<file path="src/rtl/snake_game_ctrl.sv">
// snake_game_ctrl: game-step controller feeding the snake body engine.
// Ports:
//   clk, reset      system clock, synchronous active-low reset
//   start           level; starts or restarts a game from IDLE/OVER
//   btn_*           debounced direction levels (priority right > up > left > down)
//   end_shift       pulse from snake: body traversal finished
//   self_col        snake self-collision flag
//   last_head       current head {x, y, active}
//   food_x, food_y  food cell
//   move            direction 0 right, 1 up, 2 left, 3 down
//   length          snake length
//   shift           one-cycle step pulse to snake
//   snake_rst       active-high reset to snake
//   food_req        one-cycle pulse: food eaten
//   score           foods eaten this game
//   state           0 IDLE, 1 RUN, 2 OVER
module snake_game_ctrl #(
    parameter int H        = 32,
    parameter int V        = 32,
    parameter int TICK     = 2500000,
    parameter int INIT_LEN = 6,
    parameter int WRAP     = 0,
    parameter int XB       = $clog2(H),
    parameter int YB       = $clog2(V),
    parameter int LB       = $clog2(H * V)
) (
    input  logic             clk,
    input  logic             reset,
    input  logic             start,
    input  logic             btn_right,
    input  logic             btn_up,
    input  logic             btn_left,
    input  logic             btn_down,
    input  logic             end_shift,
    input  logic             self_col,
    input  logic [XB+YB:0]   last_head,
    input  logic [XB-1:0]    food_x,
    input  logic [YB-1:0]    food_y,
    output logic [1:0]       move,
    output logic [LB-1:0]    length,
    output logic             shift,
    output logic             snake_rst,
    output logic             food_req,
    output logic [15:0]      score,
    output logic [1:0]       state
);
    localparam int CB = TICK > 1 ? $clog2(TICK) : 1;

    typedef enum logic [2:0] {S_IDLE, S_INIT, S_WAIT, S_SHIFT, S_CHECK, S_OVER} fsm_t;

    fsm_t          fsm;
    logic [1:0]    dir;
    logic [CB-1:0] cnt;
    logic [XB-1:0] hx;
    logic [YB-1:0] hy;
    logic [1:0]    cand;
    logic          cand_v, tick, wall, eat;
    logic          unused;

    assign hx     = last_head[XB+YB:YB+1];
    assign hy     = last_head[YB:1];
    assign unused = last_head[0];

    always_comb begin
        cand_v = btn_right | btn_up | btn_left | btn_down;
        cand   = btn_right ? 2'd0 : btn_up ? 2'd1 : btn_left ? 2'd2 : 2'd3;
        tick   = cnt == CB'(TICK - 1);
        wall   = WRAP == 0 && ((move == 2'd0 && hx == XB'(H - 1)) || (move == 2'd2 && hx == '0) ||
                               (move == 2'd1 && hy == YB'(V - 1)) || (move == 2'd3 && hy == '0));
        eat    = hx == food_x && hy == food_y;
    end

    always_ff @(posedge clk) begin
        shift    <= 1'b0;
        food_req <= 1'b0;
        if (!reset) begin
            fsm       <= S_IDLE;
            state     <= 2'd0;
            move      <= 2'd0;
            dir       <= 2'd0;
            length    <= LB'(INIT_LEN);
            score     <= '0;
            snake_rst <= 1'b1;
            cnt       <= '0;
        end else begin
            case (fsm)
                // Game values load on entry so INIT already presents the fresh game.
                S_IDLE, S_OVER: if (start) begin
                    fsm       <= S_INIT;
                    state     <= 2'd1;
                    move      <= 2'd0;
                    dir       <= 2'd0;
                    length    <= LB'(INIT_LEN);
                    score     <= '0;
                    snake_rst <= 1'b1;
                    cnt       <= '0;
                end
                S_INIT: begin
                    fsm       <= S_WAIT;
                    snake_rst <= 1'b0;
                end
                // On the tick cycle move is left alone so the committed and issued directions agree.
                S_WAIT: if (tick) begin
                    cnt <= '0;
                    if (wall) begin
                        fsm   <= S_OVER;
                        state <= 2'd2;
                    end else begin
                        shift <= 1'b1;
                        dir   <= move;
                        fsm   <= S_SHIFT;
                    end
                end else begin
                    cnt <= cnt + 1'b1;
                    // Opposite directions differ by exactly 2.
                    if (cand_v && (cand ^ dir) != 2'd2) move <= cand;
                end
                S_SHIFT: if (end_shift) fsm <= S_CHECK;
                S_CHECK: if (self_col) begin
                    fsm   <= S_OVER;
                    state <= 2'd2;
                end else begin
                    fsm <= S_WAIT;
                    if (eat) begin
                        food_req <= 1'b1;
                        score    <= score == 16'hFFFF ? score : score + 1'b1;
                        length   <= length == LB'(H * V - 1) ? length : length + 1'b1;
                    end
                end
                default: fsm <= S_IDLE;
            endcase
        end
    end
endmodule

</file>
<file path="config.mk">
export PLATFORM = sky130hd
export DESIGN_NAME = snake_game_ctrl
export DESIGN_NICKNAME = d
export VERILOG_FILES = /design/src/rtl/snake_game_ctrl.sv
export SDC_FILE = /design/constraint.sdc
export NUM_CORES = 1
export LEC_CHECK = 0
export ABC_AREA = 1
export CORE_ASPECT_RATIO = 0.5
export CORE_MARGIN = 5
export CORE_UTILIZATION = 49
export DETAILED_ROUTE_END_ITERATION = 16
export PLACE_DENSITY = 0.77
export SYNTH_ARGS = -nofsm -noshare
export SYNTH_HDL_FRONTEND = slang
export SYNTH_SLANG_ARGS = --single-unit
</file>
<file path="constraint.sdc">
create_clock -name clk -period 1.5 [get_ports clk]
set_input_delay 0.225 -clock clk [delete_from_list [all_inputs] [get_ports clk]]
set_output_delay 0.225 -clock clk [all_outputs]
set_load 0.01 [all_outputs]
</file>
# Word level (Yosys, flattened, before mapping)
# Index checks and enable logic that the tools add are counted.
word_totals:
  output_inout_bits: 33
  input_bits: 30
  elab_cells: 113
  ff_bits: 60
op_classes:
  n_addsub: 3
  eq_ne: 28
  n_reduce_logical: 28
  bitwise_logic: 6
  mux: 38
op_table:
  columns: ["op", "count"]
  rows:
  - ["16-bit 2-to-1 mux", 4]
  - ["22-bit 2-to-1 mux", 2]
  - ["22-bit case mux with 2 select lines", 1]
  - ["10-bit 2-to-1 mux", 4]
  - ["16-bit case mux with 2 select lines", 1]
  - ["2-bit inequality test, second input constant", 13]
  - ["22-bit by 1-bit adder with 22-bit output, second input constant", 1]
  - ["22-bit equality test, second input constant", 1]
  - ["2-bit 2-to-1 mux", 11]
  - ["10-bit case mux with 2 select lines", 1]
  - ["16-bit by 1-bit adder with 16-bit output, second input constant", 1]
  - ["16-bit equality test, second input constant", 1]
  - ["3-bit 2-to-1 mux", 5]
  - ["3-bit case mux with 5 select lines", 1]
  - ["5-bit AND reduction", 3]
  - ["10-bit by 1-bit adder with 10-bit output, second input constant", 1]
  - ["10-bit equality test, second input constant", 1]
  - ["5-bit equality test", 2]
  - ["5-bit equality test, second input constant", 2]
  - ["5-bit zero test", 2]
  - ["2-bit case mux with 2 select lines", 2]
  - ["4-bit AND reduction", 2]
  - ["3-bit by 2-bit equality test with 1-bit output, second input constant", 2]
  - ["3-bit equality test, second input constant", 2]
  - ["19 further kinds", 37]

# Longest topological paths before layout
# Gate-level depths: netlist of run 1.
depth:
  depth_word: 9
  ltp_mapped: 12
  ltp_nobuf: 12

# Worst setup path before layout of run 1
# Ideal clock, no wire load.
synth_timing:
  path_type: "register -> register"
  startpoint: "register score[0]"
  endpoint: "register score[9]"
  period_less_slack_ns: 1.723
  stages_incl_launch_ff: 11
  path_buffers: 1
  path_slack_ns: -0.223
  setup_ns: 0.070
  arrival_ns: 1.652
  required_time_ns: 1.430
  cell_sequence: "dfxtp_1 -> ha_1 -> nand2_2 -> nor3_4 -> nand2_2 -> nor3_4 -> nor2_4 -> nand2_4 -> buf_12 -> nand2_1 -> a21oi_2"
synth_via:
  elab_chain_len: 5
  elab_cells_between_ends: 8
  classes_between: "1 x add/sub; 2 x eq/ne; 4 x mux; 1 x reduce/logical"
synth_rtl:
  columns: ["item", "line_no", "rtl"]
  rows:
  - ["from (decl)", "44", "output logic [15:0] score,"]
  - ["from (signal assigned)", "126", "score <= score == 16'hFFFF ? score : score + 1'b1;"]
  - ["16-bit by 1-bit adder with 16-bit output", "126", null]
  - ["16-bit 2-to-1 mux", "126", null]
  - ["16-bit 2-to-1 mux", "124", "if (eat) begin"]
  - ["16-bit 2-to-1 mux", "119", "S_CHECK: if (self_col) begin"]
  - ["16-bit case mux with 2 select lines", "86", "case (fsm)"]
# Parallel ways exist; a longest one is shown, timed or not. The select of a mux whose other input is x is not followed.
# A chain may end at the register's enable or synchronous reset.

# Final worst setup path of run 1
layout_timing:
  startpoint: "register fsm[0]"
  endpoint: "register cnt[10]"
layout_via:
  elab_chain_len: 4
  elab_cells_between_ends: 8
  classes_between: "3 x eq/ne; 1 x mux; 4 x reduce/logical"
layout_rtl:
  columns: ["item", "line_no", "rtl"]
  rows:
  - ["from (decl)", "51", "fsm_t fsm;"]
  - ["from (signal assigned)", "77", "fsm <= S_IDLE;"]
  - ["from (signal assigned)", "89", "fsm <= S_INIT;"]
  - ["from (signal assigned)", "99", "fsm <= S_WAIT;"]
  - ["3-bit equality test or 3-bit zero test (tied branches)", "86", null]
  - ["2-bit OR reduction", "86", null]
  - ["2-bit inequality test (no source line) or 2-bit nonzero test (tied branches)", null, null]
  - ["2-bit AND reduction (no source line)", null, null]
  - ["to (signal assigned)", "114", "cnt <= cnt + 1'b1;"]
  - ["to (decl)", "53", "logic [CB-1:0] cnt;"]
# Parallel ways exist; a longest one is shown, timed or not.

==> results of run 1 <==
## sequential cells by signal, indices dropped and copies added (netlist names)
signal     count
cnt           22
dir            2
food_req       1
fsm            3
length        10
move           2
score         16
shift          1
snake_rst      1
state          2
## per-stage QoR
step	hold WS [ps]	util
floorplan	419	-
global placement	448	0.727
detailed placement	460	0.727
CTS	466	0.827
global route	492	0.889
finish	474	0.889
## power by group through the flow
stage | sequential [mW] | combinational [mW] | clock [mW]
after CTS | 1.87 | 3.00 | 1.97
after global placement | 1.89 | 2.38 | 0
after floorplan | 1.93 | 1.34 | 0
final | 1.90 | 3.80 | 2.00
after global routing | 1.91 | 3.93 | 2.09
after detailed placement | 1.89 | 2.44 | 0
## final timing paths
path | start | endpoint | slack, ps | cells after the start
max reg2reg | fsm[0] | cnt[10] | -300 | 10
max | fsm[0] | cnt[10] | -300 | 10
min | state[1] | state[1] | 470 | 2
min reg2reg | state[1] | state[1] | 470 | 2
## timing repair
action,in CTS,in global routing
endpoints found under the setup margin,81,57
hold buffers,0,0
pin swaps,42,43
buffers inserted,17,13
cloned,6,0
resized for setup,134,98
## metal layers
| metal | global-route usage | vias to the layer above | wire [µm] |
|---|---|---|---|
| li1 | - | 2349 | - |
| met2 | 0.548 | 515 | 8700 |
| met3 | 0.0789 | 193 | 1910 |
| met4 | 0.182 | 0 | 1380 |
| met5 | 0 | - | 0 |
| met1 | 0.346 | 2556 | 6410 |
## cell families after synthesis
| kind of cell | Yosys count | synth area share |
|---|---|---|
| buffers and inverters | 91 | 0.101 |
| xor gates and xnor gates | 17 | 0.0392 |
| and+or+nand+nor | 340 | 0.409 |
| adders and majority gates | 3 | 0.00988 |
| AOI/OAI and AO/OA | 81 | 0.124 |
| DFF | 60 | 0.316 |
## critical path, delay by kind of cell, from the launching register on
kind	cells	cell delay [ps]
buffers and inverters	5	580
AND/OR/NAND/NOR	4	570
flip-flops	1	370
AO/OA/AOI/OAI	1	220
## cell usage in the layout, fill, tap and decap left out, types with 13 or more instances in the layout
master,n
nand4_1,20
a21oi_1,16
a21oi_2,33
nand2_4,23
dfxtp_2,15
nand2_1,104
dlygate4sd2_1,46
nand3_1,41
clkdlybuf4s50_1,14
inv_2,13
inv_1,57
dfxtp_1,41
buf_4,120
buf_6,15
nand2_2,27
nor2_1,60
## cell type report
type / count / area (µm²)
multi-input combinational: 444 / 2880
timing repair buffer: 204 / 1780
sequential: 60 / 1230
fill: 293 / 823
inverter: 75 / 295
clock buffer: 15 / 278
tap: 96 / 120
timing repair inverter: 1 / 7.51
clock inverter: 1 / 5.00
antenna: 2 / 5.00
==> reports/results.tsv, run 1 <==
stage	metric	value	unit
synthesis	syn nets	625	
power_and_ir_drop	total power draw	7.71	mW
layout	area added between synthesis and finish	74.0	%
global_routing	gr usage total	0.311	
sta	Clock Skews	4.57	ps
synthesis	Post-synth top flop	dfxtp_1	
worst_hold_path	Hold WC Path Type	reg2reg	
power_and_ir_drop	Pleak	2.88	nW
route	Residual DRC	0	
critical_path	Critical Path AT	2070	ps
die	die height	72.3	µm
synthesis	FFs w/ async S/R, synth	0	
layout	final instance area	6610	µm²
sta	fmax	556	MHz
power_and_ir_drop	Switching Fraction	0.408	
sta	Final Slew Violations	0	
critical_path	worst-path maximum fanout	7	
route	Via density	6.25	
cts	CTS tree	done	
global_routing	number of global-route vias before repair	5070	
critical_path	WS Path Type	reg2reg	
sta	fin worst setup slack	-297	ps
route	drt pass-1 iters	10	
synthesis	number of synthesized flops with an enable pin	0	
cts	CTS Buf Count	9	
sta	Slew @ Worst Pin	454	ps
die	IO Count	63	
place	cell count after placement	844	
place	worst slack, placed	-576	ps
status	status	finished, violations left	
synthesis	most common cell in the netlist	nand2_1	
synthesis	Syn Inst Count	592	
flow_run	Max Cap Viol	0	
synthesis	Syn Std Cell Area	3800	µm²
cts	Reg clk slew, reported paths	50	ps
global_routing	largest net degree at the start of global routing	30	
place	input/output buffers	61	
sta	final critical-path required period	1800	ps
sta	RSZ-0062 raised after global routing	true	
die	starting density of the core	0.511	
sta	Hold Fails Final Rpt	0	
route	number of DRC markers in iteration 0	716	
power_and_ir_drop	register share of total power	0.247	
global_routing	first-pass GRT wire length	24300	µm
critical_path	CP endpoint kind	register	
synthesis	yosys warns	0	
layout	Post-Layout Cell Count	898	
route	antenna viol nets, final	0	
die	core area	7430	µm²
synthesis	Yosys cell types	45	
critical_path	Cell Chain, Critical Path	buf_4 -> nand2_4 -> nand4_1 -> inv_1 -> nor2_2 -> inv_2 -> buf_12 -> buf_4 -> o22ai_1 -> and3_1	
die	DIE WIDTH	135	µm
global_routing	grt ovf	0	
place	DPL Wire Length	8440	µm
power_and_ir_drop	Power Dens Cells	1170	nW/µm²
critical_path	Critical-path top delay cell	dfxtp_4	
cts	clock sink total	60	
route	WL/cell	20.5	µm
cts	clock buffer depth	2	
synthesis	Yosys top cell area share	0.316	
synthesis	Seq/Total Area, Yosys	0.316	
layout	layout cells sized above 1	0.423	
route	Routed Wire Length	18400	µm
critical_path	Worst setup SP type	register	
cts	H-tree levels	3	
die	Die ar.	9720	µm²
sta	setup tns final	-8220	ps
power_and_ir_drop	Psw	3.14	mW
place	placed cell area	5400	µm²
critical_path	cell mode on critical path	buf_4	
cts	CTS root buf	clkbuf_16	
synthesis	Syn Area/Cell	6.42	µm²
power_and_ir_drop	Clk network pwr share	0.259	
sta	slew margin rel.	0.695	
sta	fin crit share	1.20	
global_routing	initial antenna violation count	0	
power_and_ir_drop	Comb power frac	0.494	
synthesis	number of synthesized register bits	60	
place	routability cong.	0.893	
power_and_ir_drop	peak supply drop	0.792	mV
critical_path	CP required	1780	ps
cts	worst skew pair latency	340	ps
sta	final setup violating endpoints	56	
synthesis	Post-synth top cells	nand2_1 (145), nor2_1 (77), inv_1 (63)	
synthesis	cell taking the most area after synthesis	dfxtp_1	
synthesis	ranking of synthesized cells by area	dfxtp_1 (32%), nand2_1 (14%), nor2_1 (7.6%)	
die	# rows	22	
layout	Nets	828	
power_and_ir_drop	cell-internal power	4.57	mW
route	routed via count	5613	
critical_path	Max stage delay on crit path	370	ps
status	violated checks	negative setup slack	
Power figures use the tool's default switching activity.
==> inputs of run 2 (changes only) <==
CAP_MARGIN = 20   (was default)
GPL_ROUTABILITY_DRIVEN = 0   (was default)
==> results of run 2 <==
Same layout as run 1: the final DEF is identical, and so are final timing and power.
==> inputs of run 3 (changes only) <==
SETUP_SLACK_MARGIN = 0.02   (was default)
==> run 3 against run 2 <==
Against the previous run: the flow still finishes with violations (negative setup slack); via count grew 8.1%; cell count fell by 0.11%; combinational power grew 11%; non-clock buffer count is 1 higher; routed wire length grew 18%; register-to-register slack got worse by 190 ps; die area unchanged; total power rose by 6.1%; critical endpoint is now fsm[1]; highest routed layer unchanged.
==> reports/results.tsv, run 3 (synthesized netlist as in run 1, its figures left out) <==
stage	metric	value	unit
power_and_ir_drop	Comb power frac	0.514	
route	routed via count	6069	
sta	Clock Skews	12.7	ps
status	status	finished, violations left	
sta	final setup violating endpoints	57	
layout	Post-Layout Cell Count	897	
power_and_ir_drop	register share of total power	0.238	
critical_path	Critical Path AT	2210	ps
power_and_ir_drop	Clk network pwr share	0.248	
power_and_ir_drop	cell-internal power	4.68	mW
route	met3 WL post-DR	3010	µm
global_routing	initial antenna violation count	0	
die	IO Count	63	
sta	fmax	504	MHz
layout	layout cells sized above 1	0.454	
route	Residual DRC	0	
power_and_ir_drop	Power Dens Cells	1190	nW/µm²
place	DPL Wire Length	8370	µm
critical_path	Worst R2R Path Depth	10	
worst_hold_path	Hold WC Path Type	in2reg	
critical_path	Worst Setup SP	fsm[0]	
global_routing	number of global-route vias before repair	5230	
power_and_ir_drop	total power draw	8.17	mW
critical_path	Worst R2R Setup Slack	-490	ps
critical_path	reg-to-reg critical path startpoint	fsm[0]	
sta	setup tns final	-14670	ps
power_and_ir_drop	Switching Fraction	0.427	
cts	H-tree levels	3	
sta	Hold Slack	367	ps
sta	RSZ-0062 raised after global routing	true	
route	met1 WL	7140	µm
route	drt pass-1 iters	12	
power_and_ir_drop	peak supply drop	1.17	mV
power_and_ir_drop	Pleak	2.88	nW
die	# rows	22	
critical_path	Setup crit end	fsm[1]	
power_and_ir_drop	Psw	3.49	mW
critical_path	CP endpoint kind	register	
critical_path	R2R Path End	fsm[1]	
layout	area added between synthesis and finish	80.2	%
route	number of DRC markers in iteration 0	1055	
critical_path	worst-path maximum fanout	4	
place	worst slack, placed	-541	ps
route	WL/cell	24.3	µm
cts	CTS tree	done	
layout	most common cell after layout, fill and taps aside	buf_4	
place	input/output buffers	61	
sta	fin crit share	1.32	
cts	CTS root buf	clkbuf_16	
route	antenna viol nets, final	0	
global_routing	first-pass GRT wire length	24800	µm
layout	most frequent cells in the layout	buf_4 (115), nand2_1 (107), inv_1 (55), nor2_1 (55)	
critical_path	WS Path Type	reg2reg	
sta	final critical-path required period	1990	ps
route	WL met2	9220	µm
sta	Final Slew Violations	0	
route	Max Used Layer	met4	
layout	top flop regs	cnt x22, score x16, length x10	
cts	CTS Buf Count	9	
critical_path	CP required	1730	ps
layout	Most flops, register	cnt	
die	starting density of the core	0.511	
sta	fin worst setup slack	-485	ps
global_routing	grt ovf	0	
layout	Nets	828	
cts	Reg clk slew, reported paths	60	ps
cts	clock sink total	60	
critical_path	Worst setup SP type	register	
sta	slew margin rel.	0.685	
sta	Slew @ Worst Pin	468	ps
layout	max reg flops	22	
cts	worst skew pair latency	360	ps
flow_run	Max Cap Viol	0	
cts	CTS Hold Bufs	0	
die	DIE WIDTH	135	µm
global_routing	largest net degree at the start of global routing	22	
sta	Hold Fails Final Rpt	0	
die	Die ar.	9720	µm²
die	core area	7430	µm²
route	Routed Wire Length	21800	µm
global_routing	gr usage total	0.317	
status	violated checks	negative setup slack	
cts	clock buffer depth	2	
die	die height	72.3	µm
place	cell count after placement	844	
route	Via density	6.77	
==> run 3: worst min-delay path by stage <==
stage | start | cells after the start | slack, ps | endpoint
6_report | food_y[4] | 6 | 370 | food_req
5_1_grt | food_y[4] | 6 | 390 | food_req
4_1_cts | food_x[4] | 6 | 430 | food_req
3_5_place_dp | state[1] | 2 | 460 | state[1]
3_3_place_gp | state[0] | 2 | 450 | state[0]
2_1_floorplan | start | 2 | 420 | state[0]
==> run 3: critical path, stage by stage, from the launching register on <==
cell and delay, ps:
dfxtp_4 390, inv_4 50, nand2_4 80, nor2_1 70, buf_4 180, buf_4 140
nand2_1 300, buf_4 210, nand3_1 170, a21oi_4 200, nor2_1 60
==> run 3: metal layers <==
| layer | global-route usage | vias to the layer above |
|---|---|---|
| met3 | 0.0810 | 304 |
| met5 | 0 | - |
| met2 | 0.555 | 750 |
| met1 | 0.364 | 2656 |
| met4 | 0.165 | 0 |
| li1 | - | 2359 |
==> run 3: metrics by stage <==
| stage | utilization | area [µm²] |
|---|---|---|
| after floorplan | - | 3910 |
| after global placement | 0.727 | 5400 |
| after detailed placement | 0.727 | 5400 |
| after CTS | 0.841 | 6250 |
| after global routing | 0.921 | 6840 |
| final | 0.921 | 6840 |
==> run 3: cell type report <==
class / instances / area (µm²)
well taps: 96 / 120
fillers: 246 / 588
repair buffers: 205 / 1860
inverters: 75 / 300
clock buffers: 14 / 264
flip-flops and latches: 60 / 1240
diodes: 1 / 2.50
clock inverters: 2 / 10.0
multi-input cells: 444 / 3050
==> run 3: power groups by stage <==
stage | Combinational (mW) | Clock [mW] | Sequential, mW
final | 4.20 | 2.03 | 1.94
after global routing | 4.31 | 2.08 | 1.94
after CTS | 3.07 | 1.94 | 1.88
after detailed placement | 2.38 | 0 | 1.90
after global placement | 2.32 | 0 | 1.90
after floorplan | 1.34 | 0 | 1.93
==> run 3: repair_timing <==
item                       CTS  global route
pin swaps                   63            53
setup buffers               18            17
cloned                       5             0
setup endpoints to repair   82            57
gates resized for setup    149           125
